[src/rtl/urna_pkg.sv]
// Shared types and helpers for the ballot-box vote sequencer.
// Optional null-vote counting is enabled by defining URNA_NULL_COUNT_EN.
package urna_pkg;

    localparam int URNA_DIGIT_MAX = 9;
    localparam int URNA_CODE_W    = 5;

    typedef enum logic [2:0] {
        ST_IDLE   = 3'd0,
        ST_ENC1   = 3'd1,
        ST_DIG2   = 3'd2,
        ST_ENC2   = 3'd3,
        ST_REVIEW = 3'd4,
        ST_COMMIT = 3'd5,
        ST_LOCK   = 3'd6
    } urna_state_e;

    // Candidate number from two BCD digits; 99 is the largest result.
    function automatic logic [6:0] urna_cand(input logic [3:0] tens, input logic [3:0] units);
        return 7'(tens) * 7'd10 + 7'(units);
    endfunction

endpackage

[src/rtl/urna_tally_bank.sv]
// Per-candidate saturating vote counters with a combinational read port.
// With URNA_NULL_COUNT_EN defined it also holds the saturating null-vote counter.
module urna_tally_bank
    import urna_pkg::*;
#(
    parameter int NUM_CAND = 4,
    parameter int TALLY_W  = 8
) (
    input  logic               clk,
    input  logic               reset,
    input  logic               inc_en,
    input  logic [6:0]         inc_idx,
`ifdef URNA_NULL_COUNT_EN
    input  logic               null_inc,
    output logic [TALLY_W-1:0] null_votes,
`endif
    input  logic [6:0]         rd_idx,
    output logic [TALLY_W-1:0] rd_tally
);

    logic [TALLY_W-1:0] tally_view [NUM_CAND];

    generate
        for (genvar gi = 0; gi < NUM_CAND; gi++) begin : g_cnt
            logic [TALLY_W-1:0] cnt_reg;

            always_ff @(posedge clk or posedge reset) begin
                if (reset) begin
                    cnt_reg <= '0;
                end else if (inc_en && inc_idx == 7'(gi) && cnt_reg != '1) begin
                    cnt_reg <= cnt_reg + TALLY_W'(1);
                end
            end

            assign tally_view[gi] = cnt_reg;
        end
    endgenerate

    // Indices past the last candidate read back as zero.
    always_comb begin
        rd_tally = '0;
        for (int i = 0; i < NUM_CAND; i++) begin
            if (rd_idx == 7'(i)) begin
                rd_tally = tally_view[i];
            end
        end
    end

`ifdef URNA_NULL_COUNT_EN
    logic [TALLY_W-1:0] null_reg;

    always_ff @(posedge clk or posedge reset) begin
        if (reset) begin
            null_reg <= '0;
        end else if (null_inc && null_reg != '1) begin
            null_reg <= null_reg + TALLY_W'(1);
        end
    end

    assign null_votes = null_reg;
`endif

endmodule

[src/rtl/urna_vote_sequencer.sv]
// Keypad-to-encoder vote sequencer: two-digit entry, review, commit and lockout.
// URNA_NULL_COUNT_EN turns out-of-range confirms into counted null votes.
module urna_vote_sequencer
    import urna_pkg::*;
#(
    parameter int NUM_CAND    = 4,
    parameter int TALLY_W     = 8,
    parameter int LOCK_CYCLES = 16
) (
    input  logic                     clk,
    input  logic                     reset,
    input  logic                     key_valid,
    input  logic [3:0]               key_digit,
    input  logic                     key_confirm,
    input  logic                     key_cancel,
    output logic [3:0]               enc_digit,
    output logic                     enc_strobe,
    input  logic [URNA_CODE_W-1:0]   enc_code,
    output logic [2*URNA_CODE_W-1:0] code_out,
    output logic                     busy,
    output logic                     key_err,
    output logic                     vote_done,
    input  logic [6:0]               rd_idx,
    output logic [TALLY_W-1:0]       rd_tally,
`ifdef URNA_NULL_COUNT_EN
    output logic [TALLY_W-1:0]       null_votes,
`endif
    output logic [15:0]              total_votes
);

    localparam int LOCK_W = $clog2(LOCK_CYCLES + 1);

    urna_state_e              state_reg, state_next;
    logic [3:0]               tens_reg, tens_next;
    logic [3:0]               units_reg, units_next;
    logic [2*URNA_CODE_W-1:0] code_reg, code_next;
    logic [3:0]               enc_digit_reg, enc_digit_next;
    logic                     enc_strobe_reg, enc_strobe_next;
    logic                     key_err_reg, key_err_next;
    logic                     cap_tens_reg, cap_tens_next;
    logic                     cap_units_reg, cap_units_next;
    logic [LOCK_W-1:0]        lock_reg, lock_next;
    logic [15:0]              total_reg, total_next;
    logic [6:0]               cand;
    logic                     in_range;
    logic                     digit_ok;
    logic                     tally_inc;
`ifdef URNA_NULL_COUNT_EN
    logic                     null_inc;
`endif

    assign cand     = urna_cand(tens_reg, units_reg);
    assign in_range = cand < 7'(NUM_CAND);
    assign digit_ok = key_digit <= 4'(URNA_DIGIT_MAX);

    always_comb begin
        state_next      = state_reg;
        tens_next       = tens_reg;
        units_next      = units_reg;
        code_next       = code_reg;
        enc_digit_next  = enc_digit_reg;
        enc_strobe_next = 1'b0;
        key_err_next    = 1'b0;
        cap_tens_next   = 1'b0;
        cap_units_next  = 1'b0;
        lock_next       = lock_reg;
        total_next      = total_reg;
        tally_inc       = 1'b0;
`ifdef URNA_NULL_COUNT_EN
        null_inc        = 1'b0;
`endif
        // The encoder answers one cycle after it sees the strobe, so each capture
        // lands one cycle after leaving the ENC state; a cancel below overrides it.
        if (cap_tens_reg) code_next[2*URNA_CODE_W-1:URNA_CODE_W] = enc_code;
        if (cap_units_reg) code_next[URNA_CODE_W-1:0] = enc_code;

        case (state_reg)
            ST_IDLE: begin
                if (key_valid) begin
                    if (digit_ok) begin
                        tens_next       = key_digit;
                        enc_digit_next  = key_digit;
                        enc_strobe_next = 1'b1;
                        state_next      = ST_ENC1;
                    end else begin
                        key_err_next = 1'b1;
                    end
                end
            end
            ST_ENC1: begin
                cap_tens_next = 1'b1;
                state_next    = ST_DIG2;
            end
            ST_DIG2: begin
                if (key_cancel) begin
                    code_next  = '0;
                    state_next = ST_IDLE;
                end else if (key_valid) begin
                    if (digit_ok) begin
                        units_next      = key_digit;
                        enc_digit_next  = key_digit;
                        enc_strobe_next = 1'b1;
                        state_next      = ST_ENC2;
                    end else begin
                        key_err_next = 1'b1;
                    end
                end
            end
            ST_ENC2: begin
                cap_units_next = 1'b1;
                state_next     = ST_REVIEW;
            end
            ST_REVIEW: begin
                if (key_cancel) begin
                    code_next  = '0;
                    state_next = ST_IDLE;
                end else begin
                    if (key_valid) key_err_next = 1'b1;
                    if (key_confirm) begin
                        if (in_range) begin
                            state_next = ST_COMMIT;
                        end else begin
`ifdef URNA_NULL_COUNT_EN
                            state_next = ST_COMMIT;
`else
                            key_err_next = 1'b1;
`endif
                        end
                    end
                end
            end
            ST_COMMIT: begin
                tally_inc  = in_range;
`ifdef URNA_NULL_COUNT_EN
                null_inc   = !in_range;
`endif
                total_next = total_reg + 16'd1;
                lock_next  = LOCK_W'(LOCK_CYCLES);
                state_next = ST_LOCK;
            end
            ST_LOCK: begin
                if (lock_reg == '0) begin
                    code_next  = '0;
                    state_next = ST_IDLE;
                end else begin
                    lock_next = lock_reg - LOCK_W'(1);
                end
            end
            default: state_next = ST_IDLE;
        endcase
    end

    always_ff @(posedge clk or posedge reset) begin
        if (reset) begin
            state_reg      <= ST_IDLE;
            tens_reg       <= '0;
            units_reg      <= '0;
            code_reg       <= '0;
            enc_digit_reg  <= '0;
            enc_strobe_reg <= 1'b0;
            key_err_reg    <= 1'b0;
            cap_tens_reg   <= 1'b0;
            cap_units_reg  <= 1'b0;
            lock_reg       <= '0;
            total_reg      <= '0;
        end else begin
            state_reg      <= state_next;
            tens_reg       <= tens_next;
            units_reg      <= units_next;
            code_reg       <= code_next;
            enc_digit_reg  <= enc_digit_next;
            enc_strobe_reg <= enc_strobe_next;
            key_err_reg    <= key_err_next;
            cap_tens_reg   <= cap_tens_next;
            cap_units_reg  <= cap_units_next;
            lock_reg       <= lock_next;
            total_reg      <= total_next;
        end
    end

    urna_tally_bank #(
        .NUM_CAND (NUM_CAND),
        .TALLY_W  (TALLY_W)
    ) u_bank (
        .clk        (clk),
        .reset      (reset),
        .inc_en     (tally_inc),
        .inc_idx    (cand),
`ifdef URNA_NULL_COUNT_EN
        .null_inc   (null_inc),
        .null_votes (null_votes),
`endif
        .rd_idx     (rd_idx),
        .rd_tally   (rd_tally)
    );

    assign enc_digit   = enc_digit_reg;
    assign enc_strobe  = enc_strobe_reg;
    assign code_out    = code_reg;
    assign busy        = state_reg != ST_IDLE;
    assign key_err     = key_err_reg;
    assign vote_done   = state_reg == ST_COMMIT;
    assign total_votes = total_reg;

endmodule

[config.mk]
export PLATFORM = sky130hd
export DESIGN_NAME = urna_vote_sequencer
export DESIGN_NICKNAME = d
export VERILOG_FILES = /design/src/rtl/urna_pkg.sv /design/src/rtl/urna_tally_bank.sv /design/src/rtl/urna_vote_sequencer.sv
export SDC_FILE = /design/constraint.sdc
export NUM_CORES = 1
export LEC_CHECK = 0
export ABC_AREA = 1
export BUFFER_PORTS_ARGS = -buffer_cell sky130_fd_sc_hd__buf_2
export CAP_MARGIN = 5
export CORE_MARGIN = 2
export CORE_UTILIZATION = 45
export DETAILED_ROUTE_END_ITERATION = 10
export GPL_ROUTABILITY_DRIVEN = 0
export HOLD_SLACK_MARGIN = 0.12
export PLACE_DENSITY = 0.66
export SETUP_SLACK_MARGIN = 0.05
export SLEW_MARGIN = 5
export SYNTH_ARGS = -nofsm -noshare
export SYNTH_HDL_FRONTEND = slang
export SYNTH_SLANG_ARGS = --single-unit
[constraint.sdc]
create_clock -name clk -period 7.95 [get_ports clk]
set_input_delay 1.59 -clock clk [delete_from_list [all_inputs] [get_ports clk]]
set_output_delay 1.59 -clock clk [all_outputs]
set_load 0.005 [all_outputs]
# After elaboration in Yosys (flattened, before gate mapping)
# Index checks and enable logic that the tools add are counted.
[word_totals] ff_bits=82 inputBits=21 output_inout_bits=42
[op_classes] n_addsub=7 multipliers=1 n_lt_le_gt_ge=2 eq_ne=25 mux=40 bitwise_logic=1 n_reduce_logical=21
[op_table] operator="8-bit by 1-bit adder with 8-bit output (second input constant)" n=4
[op_table] operator="8-bit 2-to-1 mux" n=4
[op_table] operator="8-bit inequality test (second input constant)" n=4
[op_table] operator="7-bit by 2-bit equality test with 1-bit output (second input constant)" n=4
[op_table] operator="3-bit 2-to-1 mux" n=9
[op_table] operator="3-bit one-hot mux with 7 select lines" n=1
[op_table] operator="10-bit 2-to-1 mux" n=2
[op_table] operator="10-bit one-hot mux with 2 select lines" n=1
[op_table] operator="16-bit by 1-bit adder with 16-bit output (second input constant)" n=1
[op_table] operator="5-bit 2-to-1 mux" n=3
[op_table] operator="7-bit by 1-bit equality test with 1-bit output (second input constant)" n=2
[op_table] operator="7-bit zero test" n=2
[op_table] operator="1-bit 2-to-1 mux" n=13
[op_table] operator="4-bit 2-to-1 mux" n=3
[op_table] operator="3-bit inequality test (second input constant)" n=4
[op_table] operator="2-bit inequality test (second input constant)" n=5
[op_table] operator="5-bit one-hot mux with 2 select lines" n=1
[op_table] operator="3-bit equality test (second input constant)" n=3
[op_table] operator="1-bit logical AND" n=8
[op_table] operator="4-bit one-hot mux with 2 select lines" n=1
[op_table] operator="7-bit by 4-bit adder with 7-bit output" n=1
[op_table] operator="7-bit by 3-bit less-than comparator with 1-bit output (second input constant)" n=1
[op_table] operator="7-bit AND reduction" n=1
[op_table] operator="3-bit by 2-bit equality test with 1-bit output (second input constant)" n=2
[op_table] operator="other kinds (15)" n=17

# Depth between registers and ports, before layout
[logic_depth] word_depth=7 ltp_mapped=15 ltp_nobuf=15

# Hierarchy
# From an unflattened synthesis, not the netlist that was laid out.
[hier_totals] hier_cells=670 hier_area_um2=5023.6
[modules_own_cells] module="urna_vote_sequencer" n_inst=1 cells_each=303 area_each_um2=2539.9
[modules_own_cells] module="urna_tally_bank" n_inst=1 cells_each=367 area_each_um2=2483.6

# Worst setup path before layout
# No wires, ideal clock.
[synth_path] path_type="input -> output" startpoint="input rd_idx[5]" endpoint="output rd_tally[3]" arrival_time_ns=2.345 required_ns=6.360 slack_ns=4.015 cell_stages=7 cell_sequence="nor2_1 nand2_1 inv_1 nand4_1 o21ai_0 a21oi_1 o21ai_0"
[synth_via] elab_chain_cells=5 elab_cells_between_ends=8 cone_classes="3 x eq/ne; 4 x mux; 1 x reduce/logical"
[synth_lines] item="from (decl)" line_no="urna_vote_sequencer.sv:23" source="input logic [6:0] rd_idx,"
[synth_lines] item="7-bit zero test" line_no="urna_tally_bank.sv:43" source="if (rd_idx == 7'(i)) begin"
[synth_lines] item="8-bit 2-to-1 mux (3 in a row)" line_no="urna_tally_bank.sv:43"
[synth_lines] item="8-bit 2-to-1 mux *" line_no="urna_tally_bank.sv:43"
[synth_lines] item="to (decl)" line_no="urna_vote_sequencer.sv:24" source="output logic [TALLY_W-1:0] rd_tally,"
# Mark *: on every way between the ends. The rest lies on a longest branch, timed or not.

# Worst setup path in the final report
[layout_path] startpoint="input rd_idx[5]" endpoint="output rd_tally[1]"
# Same word-level chain as after synthesis.

==> impl_metrics.tcl <==
set metrics [dict create \
    status "finished, final reports clean" \
    cts-resized-gates 0 \
    fin_ws_ns 3.539 \
    end_kind "output pin" \
    areaGrowthSynthToFinish_pct 13.20 \
    relSlewSlack_pct 28.72 \
    fill_cells 1010 \
    post_cts_buffers 0 \
    drive_gt1_share_pct 14.63 \
    rsz0062_at_grt "false" \
    dp_hpwl_mm 7.370 \
    final_max_slew_viol_count 0 \
    synth_ff_type "dfrtp_1" \
    min_period_over_period_pct 55.49 \
    cap_violations 0 \
    yosys_register_bits 82 \
    finClkSkew_ns 0.01091 \
    reg2reg_slack_ns 4.89 \
    cts_max_level 3 \
    synth_cell_type_count 36 \
    fin_nets 700 \
    setup-violations-final 0 \
    largest_reg_flops 32 \
    vias 3978 \
    placed_cell_area_sq_um 5092 \
    dr.pass1.iters 8 \
    clock_path_buffers 2 \
    synth_fp_nets 633 \
    grt_max_degree 83 \
    hp-class "flip-flop to flip-flop" \
    worstHoldEndpoint "total_votes[15]" \
    port_buffers 62 \
    drt_iter0_drc 221 \
    placed_cells 790 \
    holdBufCountCts 0 \
    track_usage_pct 19.00 \
    place_ws_ns 3.581 \
    final_cells 806 \
    tns_ns 0 \
    r2r_cells 13 \
    synth-edff-count 0 \
    n_antenna_cell 0 \
    crit_path_start_kind "primary input" \
    numCtsBuffers 9 \
    start_util_pct 45.77 \
    netlist.area_leader.share_pct 44.02 \
    worstSetupPathType "primary input to output pin" \
    grt-ovfl-total 0 \
    cts_root_buffer "clkbuf_8" \
    synth-seq-area-share_pct 44.02 \
    cts.sinks 82 \
    max-vdd-ir-drop_mv 0.1358 \
    max_freq_mhz 226.7 \
    netlist_top_cells_area "dfrtp_1, nand2_1, inv_1" \
    core_region_area_sq_um 10180 \
    synth.cell_area_sq_um 4662 \
    hold_viol 0 \
    period_minus_slack_ns 4.411 \
    dieWidth_um 105.8 \
    wl_per_cell_um 12.40 \
    design_area_sq_um 5278 \
    cp.required_ns 6.36 \
    worstMarginPinSlew_ns 1.069 \
    chipHeight_um 105.8 \
    io_pins 63 \
    remaining_drc_errors 0 \
    clkSlewWorstSetupHoldPaths_ns 0.08 \
    worstSkewPairLatency_ns 0.36 \
    total_leakage_power_nw 2.747 \
    hold_start "total_votes[15]" \
    syn_avg_cell_area_sq_um 7.796 \
    first_global_vias 3696 \
    cp_data_arrival_time_ns 2.82 \
    r2r_end "u_bank.g_cnt[2].cnt_reg[3]" \
    r2r-start "tens_reg[1]" \
    yosysWarnings 0 \
    drt_wl_total_mm 9.991 \
    rows 37 \
    viasPerCell 4.935 \
    postSynthCellCount 598 \
    dieArea_sq_um 11190 \
    whs_path_depth 1 \
    synth.largest_area_cell "dfrtp_1" \
    cts_tree "done" \
    grt_pass1_wl_mm 17.13 \
    antenna_found_initial 0 \
    crit_fanout 8 \
    antenna_left 0 \
    synthArstFlopShare_pct 100.0 \
    powerDensity_nw_per_um2 275.9 \
]
==> placed cells by master (no fill, tap or decap), drive strengths merged, types with 4 or more instances in the layout <==
cell type and n:
nand2 170, a21oi 21, nor4 4, nor2 44
xor2 18, nand3 40, o22ai 4, xnor2 15
nor3 16, inv 95, o21ai 39, buf 64
dfrtp 82, clkinv 5, nand4 21, ha 12
clkbuf 10
==> worst max path at each step <==
| stage | start | endpoint | slack (ns) | cells past startpoint |
|---|---|---|---|---|
| after CTS | rd_idx[5] | rd_tally[1] | 3.58 | 9 |
| final | rd_idx[5] | rd_tally[1] | 3.54 | 9 |
| after global placement | rd_idx[5] | rd_tally[5] | 3.68 | 9 |
| after floorplan | rd_idx[5] | rd_tally[3] | 4.01 | 7 |
| after detailed placement | rd_idx[5] | rd_tally[1] | 3.58 | 9 |
| after global routing | rd_idx[5] | rd_tally[5] | 3.42 | 9 |
==> where the power goes <==
part | switching (mW) | total [mW] | internal, mW
Clock | 0.152 | 0.295 | 0.143
Combinational | 0.363 | 0.580 | 0.217
Sequential | 0.0747 | 0.581 | 0.507
==> worst max-delay path: stages <==
cell     delay, ns
buf_2         0.09
nor2_1        0.09
nand2_1       0.07
inv_1         0.10
nand4_1       0.26
o21ai_0       0.29
a21oi_1       0.07
o21ai_0       0.11
buf_2         0.16
==> synth_stat cells, drive strengths merged (2+ instances only) <==
master / n
nor3: 16
nand3b: 2
xnor2: 15
nand3: 40
a21oi: 21
nand2: 170
nand4: 21
buf: 7
o22ai: 4
dfrtp: 82
fa: 2
nor2: 44
xor2: 18
nor4: 4
ha: 12
o21ai: 39
inv: 96
==> final cells by class <==
type / count / area [sq um] / share of cell area (%)
multi-input combinational: 412 / 2183 / 41.37
sequential: 82 / 2052 / 38.88
inverter: 96 / 361.6 / 6.852
timing repair buffer: 64 / 325.3 / 6.164
tap: 136 / 170.2 / 3.224
clock buffer: 10 / 127.6 / 2.418
clock inverter: 6 / 57.56 / 1.091
==> cell families after synthesis <==
group           count (synthesis)  share of synthesized area [%]
buf+inv                       104                          9.152
flops                          82                          44.02
compound gates                 67                          7.703
simple gates                  298                          28.85
xor+xnor                       33                          6.200
fa+ha+maj                      14                          4.079
==> stage by stage <==
step	hold slack, ns	power (mW)	utilization (%)
2_1_floorplan	0.4417	1.017	-
3_3_place_gp	0.4547	1.150	50.00
3_5_place_dp	0.4585	1.170	50.00
4_1_cts	0.4731	1.473	51.82
5_1_grt	0.5028	1.599	51.82
6_report	0.4708	1.456	51.82
==> layer usage <==
layer  global-route usage [%]  vias to the layer above  part of all wire [%]
met1                    25.97                     1840                    48
met2                    29.86                       86                    46
met4                    7.519                        0                   2.1
li1                         -                     2037                     -
met3                    3.587                       15                   4.0
met5                        0                        -                     0
Note: power is estimated with default switching activity, not from simulation.
